===== config.mk =====
export PLATFORM = sky130hd
export DESIGN_NAME = seq_divider
export DESIGN_NICKNAME = d
export VERILOG_FILES = /design/src/rtl/seq_divider_pkg.sv /design/src/rtl/div_step.sv /design/src/rtl/seq_divider.sv
export SDC_FILE = /design/constraint.sdc
export NUM_CORES = 1
export LEC_CHECK = 0
export BUFFER_PORTS_ARGS = -buffer_cell sky130_fd_sc_hd__buf_2
export CORE_AREA = 3 3 125 127
export CTS_CLUSTER_SIZE = 10
export DETAILED_ROUTE_END_ITERATION = 8
export DIE_AREA = 0 0 128 130
export HOLD_SLACK_MARGIN = 0.15
export PLACE_DENSITY = 0.64
export REMOVE_ABC_BUFFERS = 1
export SLEW_MARGIN = 20
export SYNTH_ARGS = -nofsm -noshare
export SYNTH_HDL_FRONTEND = slang
export SYNTH_HIERARCHICAL = 1
export SYNTH_SLANG_ARGS = --single-unit

===== constraint.sdc =====
create_clock -name clk -period 2.57 [get_ports clk]
set_clock_uncertainty 0.05 [all_clocks]
set_input_delay 0.257 -clock clk [delete_from_list [all_inputs] [get_ports clk]]
set_output_delay 0.257 -clock clk [all_outputs]
set_load 0.005 [all_outputs]

===== src/rtl/seq_divider_pkg.sv =====
// Shared types and sizing helpers for the iterative restoring divider.
// State encodings, default width and iteration counter width.
package seq_divider_pkg;

  localparam int DEF_WIDTH = 16;

  typedef enum logic [1:0] {
    IDLE = 2'd0,
    CALC = 2'd1,
    DONE = 2'd2
  } state_t;

  function automatic int cnt_w(input int w);
    return $clog2(w + 1);
  endfunction

endpackage


===== src/rtl/div_step.sv =====
// One restoring-division step: shift in a dividend bit and try
// to subtract the divisor from the partial remainder.
module div_step #(
  parameter int WIDTH = 16
) (
  input  logic [WIDTH:0]   i_p,
  input  logic             i_bit,
  input  logic [WIDTH-1:0] i_d,
  output logic [WIDTH:0]   o_p,
  output logic             o_q
);

  logic [WIDTH:0] w_sh;
  logic [WIDTH:0] w_dx;

  assign w_sh = {i_p[WIDTH-1:0], i_bit};
  assign w_dx = {1'b0, i_d};

  // A set top bit means the shifted value already exceeds the divisor.
  assign o_q = i_p[WIDTH] | (w_sh >= w_dx);
  assign o_p = o_q ? (w_sh - w_dx) : w_sh;

endmodule


===== src/rtl/seq_divider.sv =====
// Iterative restoring divider: 2W-bit dividend by W-bit divisor,
// one quotient bit per clock behind a start/busy/done handshake.
module seq_divider
  import seq_divider_pkg::*;
#(
  parameter int WIDTH = DEF_WIDTH
) (
  input  logic               clk,
  input  logic               rst,
  input  logic               start,
  input  logic [2*WIDTH-1:0] dividend,
  input  logic [WIDTH-1:0]   divisor,
  output logic               busy,
  output logic               done,
  output logic [WIDTH-1:0]   quotient,
  output logic [WIDTH-1:0]   remainder,
  output logic               div_zero,
  output logic               overflow
);

  localparam int CW = cnt_w(WIDTH);
  localparam logic [CW-1:0] LAST = CW'(WIDTH - 1);

  state_t r_state;
  state_t w_next;

  logic [WIDTH:0]   r_p;
  logic [WIDTH-1:0] r_s;
  logic [WIDTH-1:0] r_d;
  logic [CW-1:0]    r_cnt;
  logic [WIDTH-1:0] r_q;
  logic [WIDTH-1:0] r_r;
  logic             r_dz;
  logic             r_ov;

  logic [WIDTH:0]   w_p_next;
  logic             w_qbit;
  logic             w_dz;
  logic             w_ov;
  logic             w_last;

  assign w_dz   = (divisor == '0);
  assign w_ov   = (dividend[2*WIDTH-1:WIDTH] >= divisor);
  assign w_last = (r_cnt == LAST);

  div_step #(.WIDTH(WIDTH)) u_step (
    .i_p   (r_p),
    .i_bit (r_s[WIDTH-1]),
    .i_d   (r_d),
    .o_p   (w_p_next),
    .o_q   (w_qbit)
  );

  always_ff @(posedge clk) begin
    if (rst) r_state <= IDLE;
    else     r_state <= w_next;
  end

  always_comb begin
    w_next = r_state;
    unique case (r_state)
      IDLE: begin
        if (start) w_next = (w_dz || w_ov) ? DONE : CALC;
      end
      CALC: begin
        if (w_last) w_next = DONE;
      end
      DONE:    w_next = IDLE;
      default: w_next = IDLE;
    endcase
  end

  // The final iteration writes straight into the result registers.
  always_ff @(posedge clk) begin
    if (rst) begin
      r_p   <= '0;
      r_s   <= '0;
      r_d   <= '0;
      r_cnt <= '0;
      r_q   <= '0;
      r_r   <= '0;
      r_dz  <= 1'b0;
      r_ov  <= 1'b0;
    end else begin
      unique case (r_state)
        IDLE: begin
          if (start) begin
            r_p   <= {1'b0, dividend[2*WIDTH-1:WIDTH]};
            r_s   <= dividend[WIDTH-1:0];
            r_d   <= divisor;
            r_cnt <= '0;
            priority case (1'b1)
              w_dz: begin
                r_q  <= '1;
                r_r  <= '0;
                r_dz <= 1'b1;
                r_ov <= 1'b0;
              end
              w_ov: begin
                r_q  <= '1;
                r_r  <= '0;
                r_dz <= 1'b0;
                r_ov <= 1'b1;
              end
              default: ;
            endcase
          end
        end
        CALC: begin
          r_p   <= w_p_next;
          r_s   <= {r_s[WIDTH-2:0], w_qbit};
          r_cnt <= r_cnt + 1'b1;
          if (w_last) begin
            r_q  <= {r_s[WIDTH-2:0], w_qbit};
            r_r  <= w_p_next[WIDTH-1:0];
            r_dz <= 1'b0;
            r_ov <= 1'b0;
          end
        end
        default: ;
      endcase
    end
  end

  assign busy      = (r_state == CALC);
  assign done      = (r_state == DONE);
  assign quotient  = r_q;
  assign remainder = r_r;
  assign div_zero  = r_dz;
  assign overflow  = r_ov;

endmodule

* After elaboration in Yosys (flattened, before gate mapping)
Cells that the tools add are included. Widths: inputs -> output; s select.
Storage, ports and cells: word-level logic and storage cells 58, bits in registers 90, input port bits 51, output and inout bits 36
Cells by class: order comparisons 2, reductions and logical operators 8, equality and inequality tests 6, bitwise operators 1, $add $sub $neg 2, muxes and demuxes 30
Operator list (number):
- $mux 16 | 9
- $pmux 16 s2 | 3
- $mux 17 | 2
- $pmux 17 s2 | 1
- $ge 17x16->1 | 1
- $sub 17x16->17 | 1
- $ge 16x16->1 | 1
- $logic_not 16->1 | 1
- $pmux 5 s2 | 1
- $mux 1 | 7
- $mux 2 | 3
- $reduce_and 2->1 | 3
- $add 5x1->5 const B | 1
- $eq 5x4->1 const B | 1
- $mux 5 | 1
- $pmux 1 s2 | 2
- $pmux 2 s2 | 1
- $reduce_and 4->1 | 1
- $ne 3x3->1 const B | 1
- $eq 2x1->1 const B | 1
- $eq 2x2->1 const B | 1
- $logic_not 2->1 | 1
- $ne 2x1->1 const B | 1
- $ne 2x2->1 const B | 1
- other kinds (3) | 3

* Logic depth before layout (Yosys ltp)
depth in word-level cells 5, mapped depth 13, depth with buffers taken out 11

* Modules after synthesis
The synthesis kept the hierarchy.
Modules (own cells, without submodules):
- seq_divider | area an instance 4008.8 um^2, times used 1, sequential area each 1801.7 um^2, cells an instance 485
- div_step | area an instance 1217.4 um^2, times used 1, sequential area each 0.0 um^2, cells an instance 161

* Worst setup path before layout
OpenSTA, ideal clock, no wires.
path kind register to register, start register r_d[8], end register r_p[10], arrival time 2435 ps, slack -57 ps, clock period less this slack 2627 ps, cell stages (with the launch flop) 13, buffers on the path 2, library setup time 142 ps, required time 2378 ps, cell sequence dfxtp_1 -> inv_1 -> ha_1 -> buf_2 -> nand3_1 -> or2_4 -> o221a_4 -> o31a_4 -> inv_6 -> buf_12 -> mux2_4 -> nor2_1 -> a311oi_1
On the way: cells in the longest elaborated chain, start to end 4, elaborated cells on any way between the ends 5, classes of those cells add/sub (1); order compare (1); mux (2); bitwise (1)
Ends and longest elaborated chain:
- start: declaration | line seq_divider.sv:29 | logic [WIDTH-1:0] r_d;
- start signal: assignment | line seq_divider.sv:90 | r_d <= divisor;
- $ge 17x16->1 | line div_step.sv:20 | assign o_q = i_p[WIDTH] | (w_sh >= w_dx);
- $or 1x1->1 | line div_step.sv:20
- via w_qbit | line seq_divider.sv:37 | logic w_qbit;
- $mux 17 | line div_step.sv:21 | assign o_p = o_q ? (w_sh - w_dx) : w_sh;
- via w_p_next[10] | line seq_divider.sv:36 | logic [WIDTH:0] w_p_next;
- $pmux 17 s2 | line seq_divider.sv:85 | unique case (r_state)
- end signal: assignment | line seq_divider.sv:88 | r_p <= {1'b0, dividend[2*WIDTH-1:WIDTH]};
- end signal: assignment | line seq_divider.sv:110 | r_p <= w_p_next;
- end: declaration | line seq_divider.sv:27 | logic [WIDTH:0] r_p;
The timed path passes the listed nets, and every way through them passes these cells. A chain may end at the register's enable or synchronous reset.

* Final worst setup path
start register r_d[10], end register r_p[9]
On the way: cells in the longest elaborated chain, start to end 4
Ends and longest elaborated chain (line):
- $ge 17x16->1 | div_step.sv:20
- $or 1x1->1 | div_step.sv:20
- $mux 17 | div_step.sv:21
- via w_p_next[9] | seq_divider.sv:36
- $pmux 17 s2 | seq_divider.sv:85
The timed path passes the listed nets, and every way through them passes these cells.

==> impl_metrics.tcl <==
set metrics [dict create \
    crit_path_end_kind "register" \
    path_clk_slew_ns 0.07 \
    fp.dieW_um 128 \
    wl_per_cell_um 15.62 \
    startpoint_type "register" \
    synth_top_area_cell "dfxtp_1" \
    critical_path.top_delay_family "compound AO/OA/AOI/OAI gates" \
    r2r_cells 10 \
    slew_headroom_pct 53.76 \
    place_congestion 0.8595 \
    drt_drc_violations_left 0 \
    hold_start "dividend[26]" \
    worst_slack_ns 0.03676 \
    fin_crit_ns 2.533 \
    tritoncts "yes" \
    hold-path-cell-count 3 \
    insertion_delay_ns 0.35 \
    leakagePower_nw 3.282 \
    hp-class "primary input to register" \
    dp_cells 933 \
    p_total_w 0.006377 \
    cp_slowest_cell "o31a_4" \
    yosys_most_used_dff "dfxtp_1" \
    vdd_drop_max_mv 0.4024 \
    arrival_ns 2.68 \
    r2r_slack_ns 0.04 \
    grt_pass1_vias 4989 \
    drv_cap 0 \
    grt_antenna_before_repair 0 \
    synth.distinct_cells 66 \
    ys_seq_area_share_pct 34.47 \
    reg2reg_from "r_d[10]" \
    io_buffer_count 86 \
    cp_max_fo 6 \
    design.die.area_um2 16640 \
    nets 895 \
    holdPathEnd "r_p[10]" \
    syn_avg_cell_area_um2 8.090 \
    synth_area_leaders "dfxtp_1 34%, nand2_1 12%, ha_1 8.1%" \
    syn2layout_area_growth_pct 39.79 \
    drt_iter0_markers 255 \
    ant_nets 0 \
    vias 5048 \
    drt_wl_total_mm 15.59 \
    core_area_um2 14530 \
    synth_top_area_share_pct 34.47 \
    grt_pass1_wl_mm 24.62 \
    cts.htree.levels 3 \
    status "complete, no violations" \
    max_freq_mhz 394.8 \
    synth_edf_count 0 \
    syn_inst 646 \
    rsz0062_at_grt "yes" \
    cp_data_required_time_ns 2.72 \
    ys_seq_elements 90 \
    synth_area_um2 5226 \
    synthTopCellsByCount "164 x nand2_1, 90 x dfxtp_1, 41 x nor2_1" \
    drive_gt1_share_pct 33.29 \
    fin_crit_sh_pct 98.57 \
    path_cells "inv_1, ha_4, nand3_2, or2_4, o221a_4, o31a_4, inv_8, mux2_4, nor2_1, a311oi_1" \
    grt_max_degree 51 \
    path_buf_inv 2 \
    cts.sinks 90 \
    r2r_end "r_p[9]" \
    clk_path_buf_depth 2 \
    vias_per_cell 5.058 \
    synth_most_common_cell "nand2_1" \
    grtUsageTotal_pct 18.36 \
    cts_buffers 9 \
    path_class "register to register" \
    dpl.hpwl_mm 10.83 \
    power.density_nw_per_um2 872.9 \
    num_rows 44 \
    synthArstFlopShare_pct 0 \
    gr-total-overflow 0 \
    yosys_warnings 6 \
    firstDrtPassIters 4 \
    finalHoldViolCount 0 \
    cp_slowest_stage_delay_ns 0.41 \
    setup_viol 0 \
    worst_pin_slew_ns 0.6911 \
    pin_count 87 \
    drv_slew 0 \
    pre_cts_ws_ns -0.1108 \
    initial_utilization_pct 35.96 \
    hold_ws_ns 0.1563 \
    diodes 0 \
    fin_cells 998 \
    cts.root.buffer_cell "clkbuf_16" \
    die_y_um 130 \
]
[timing repair]
action	CTS	global route
pin swaps	7	35
setup buffers	3	6
resized for setup	21	74
hold endpoints to repair	38	1
hold buffers	38	1
setup endpoints to repair	24	48
cloned	1	0
[how the worst max path moves through the flow]
| stage | to | cells after the start | slack (ns) | startpoint |
|---|---|---|---|---|
| 3_3_place_gp | r_p[2] | 10 | -0.05 | r_d[9] |
| 5_1_grt | r_p[14] | 11 | -0.03 | r_s[15] |
| 6_report | r_p[9] | 10 | 0.04 | r_d[10] |
| 4_1_cts | r_p[3] | 11 | 0.008 | r_d[14] |
| 2_1_floorplan | overflow | 4 | -1.99 | r_state[0] |
| 3_5_place_dp | r_p[2] | 10 | -0.11 | r_d[9] |
[logic make-up (layout without fill, tap and decap cells)]
logic type,Yosys count,in the layout,synth area share [%]
buffers and inverters,78,246,7.230
and+or+nand+nor,247,247,20.13
xor gates and xnor gates,8,8,1.341
AOI/OAI and AO/OA,138,138,17.64
DFF,90,90,34.47
adders and majority gates,35,35,8.523
muxes,50,50,10.65
[worst min-delay path, delay by kind of cell]
kind	cells	cell delay, ns
buffers and inverters	1	0.11
AO/OA/AOI/OAI	1	0.08
AND/OR/NAND/NOR	1	0.06
[placed cells by master (no fill, tap or decap), types with 5 or more instances in the layout]
cell type      synthesis  layout
a21oi_1               39      34
a21oi_2                0       5
a311oi_1              17      15
a31oi_1               19      18
buf_2                  3      86
buf_4                  1      59
clkbuf_16              0       9
dfxtp_1               90      77
dfxtp_2                0      13
dlygate4sd3_1          0      39
ha_1                  34      19
ha_4                   0      15
inv_1                 39      32
inv_2                  0       7
mux2_4                10      13
mux2i_1               35      33
nand2_1              164     162
nor2_1                41      32
nor2_2                 0       6
o21ai_0               33      30
[layout make-up]
class,instances,area (µm²)
Sequential cell,90,1818
Multi-Input combinational cell,478,3456
Fill cell,1394,7228
Timing Repair inverter,1,11.26
Clock inverter,6,56.30
Clock buffer,10,239.0
Timing Repair Buffer,189,1338
Inverter,40,157.7
Tap cell,184,230.2
[report_power, final]
part / switching (W) / total (W) / internal [W]
registers: 0.000135 / 0.00172 / 0.00159
logic: 0.00163 / 0.00332 / 0.00169
clock network: 0.000631 / 0.00134 / 0.000706
total: 0.00239 / 0.00638 / 0.00398
[registers in the layout (all words and copies together) (netlist names)]
signal	flops
div_zero	1
overflow	1
quotient	16
r_cnt	5
r_d	16
r_p	17
r_s	16
r_state	2
remainder	16
[per-stage QoR]
stage | setup TNS [ns] | utilization, % | cell area, µm²
after global placement | -0.3917 | 42.04 | 6110
after CTS | 0 | 47.61 | 6919
after detailed placement | -1.137 | 42.04 | 6110
after floorplan | -105.24 | - | 5004
final | 0 | 50.27 | 7306
after global routing | -0.3068 | 50.27 | 7306
[metal layers]
layer | wire, µm | share of wire, % | up-vias | track usage, %
met5 | 0 | 0 | - | 0
met4 | 319 | 2.0 | 0 | 6.305
met3 | 551 | 3.5 | 24 | 2.865
met2 | 7657 | 49 | 109 | 31.98
met1 | 7064 | 45 | 2361 | 23.18
li1 | - | - | 2554 | -
(Power assumes the default switching activity.)
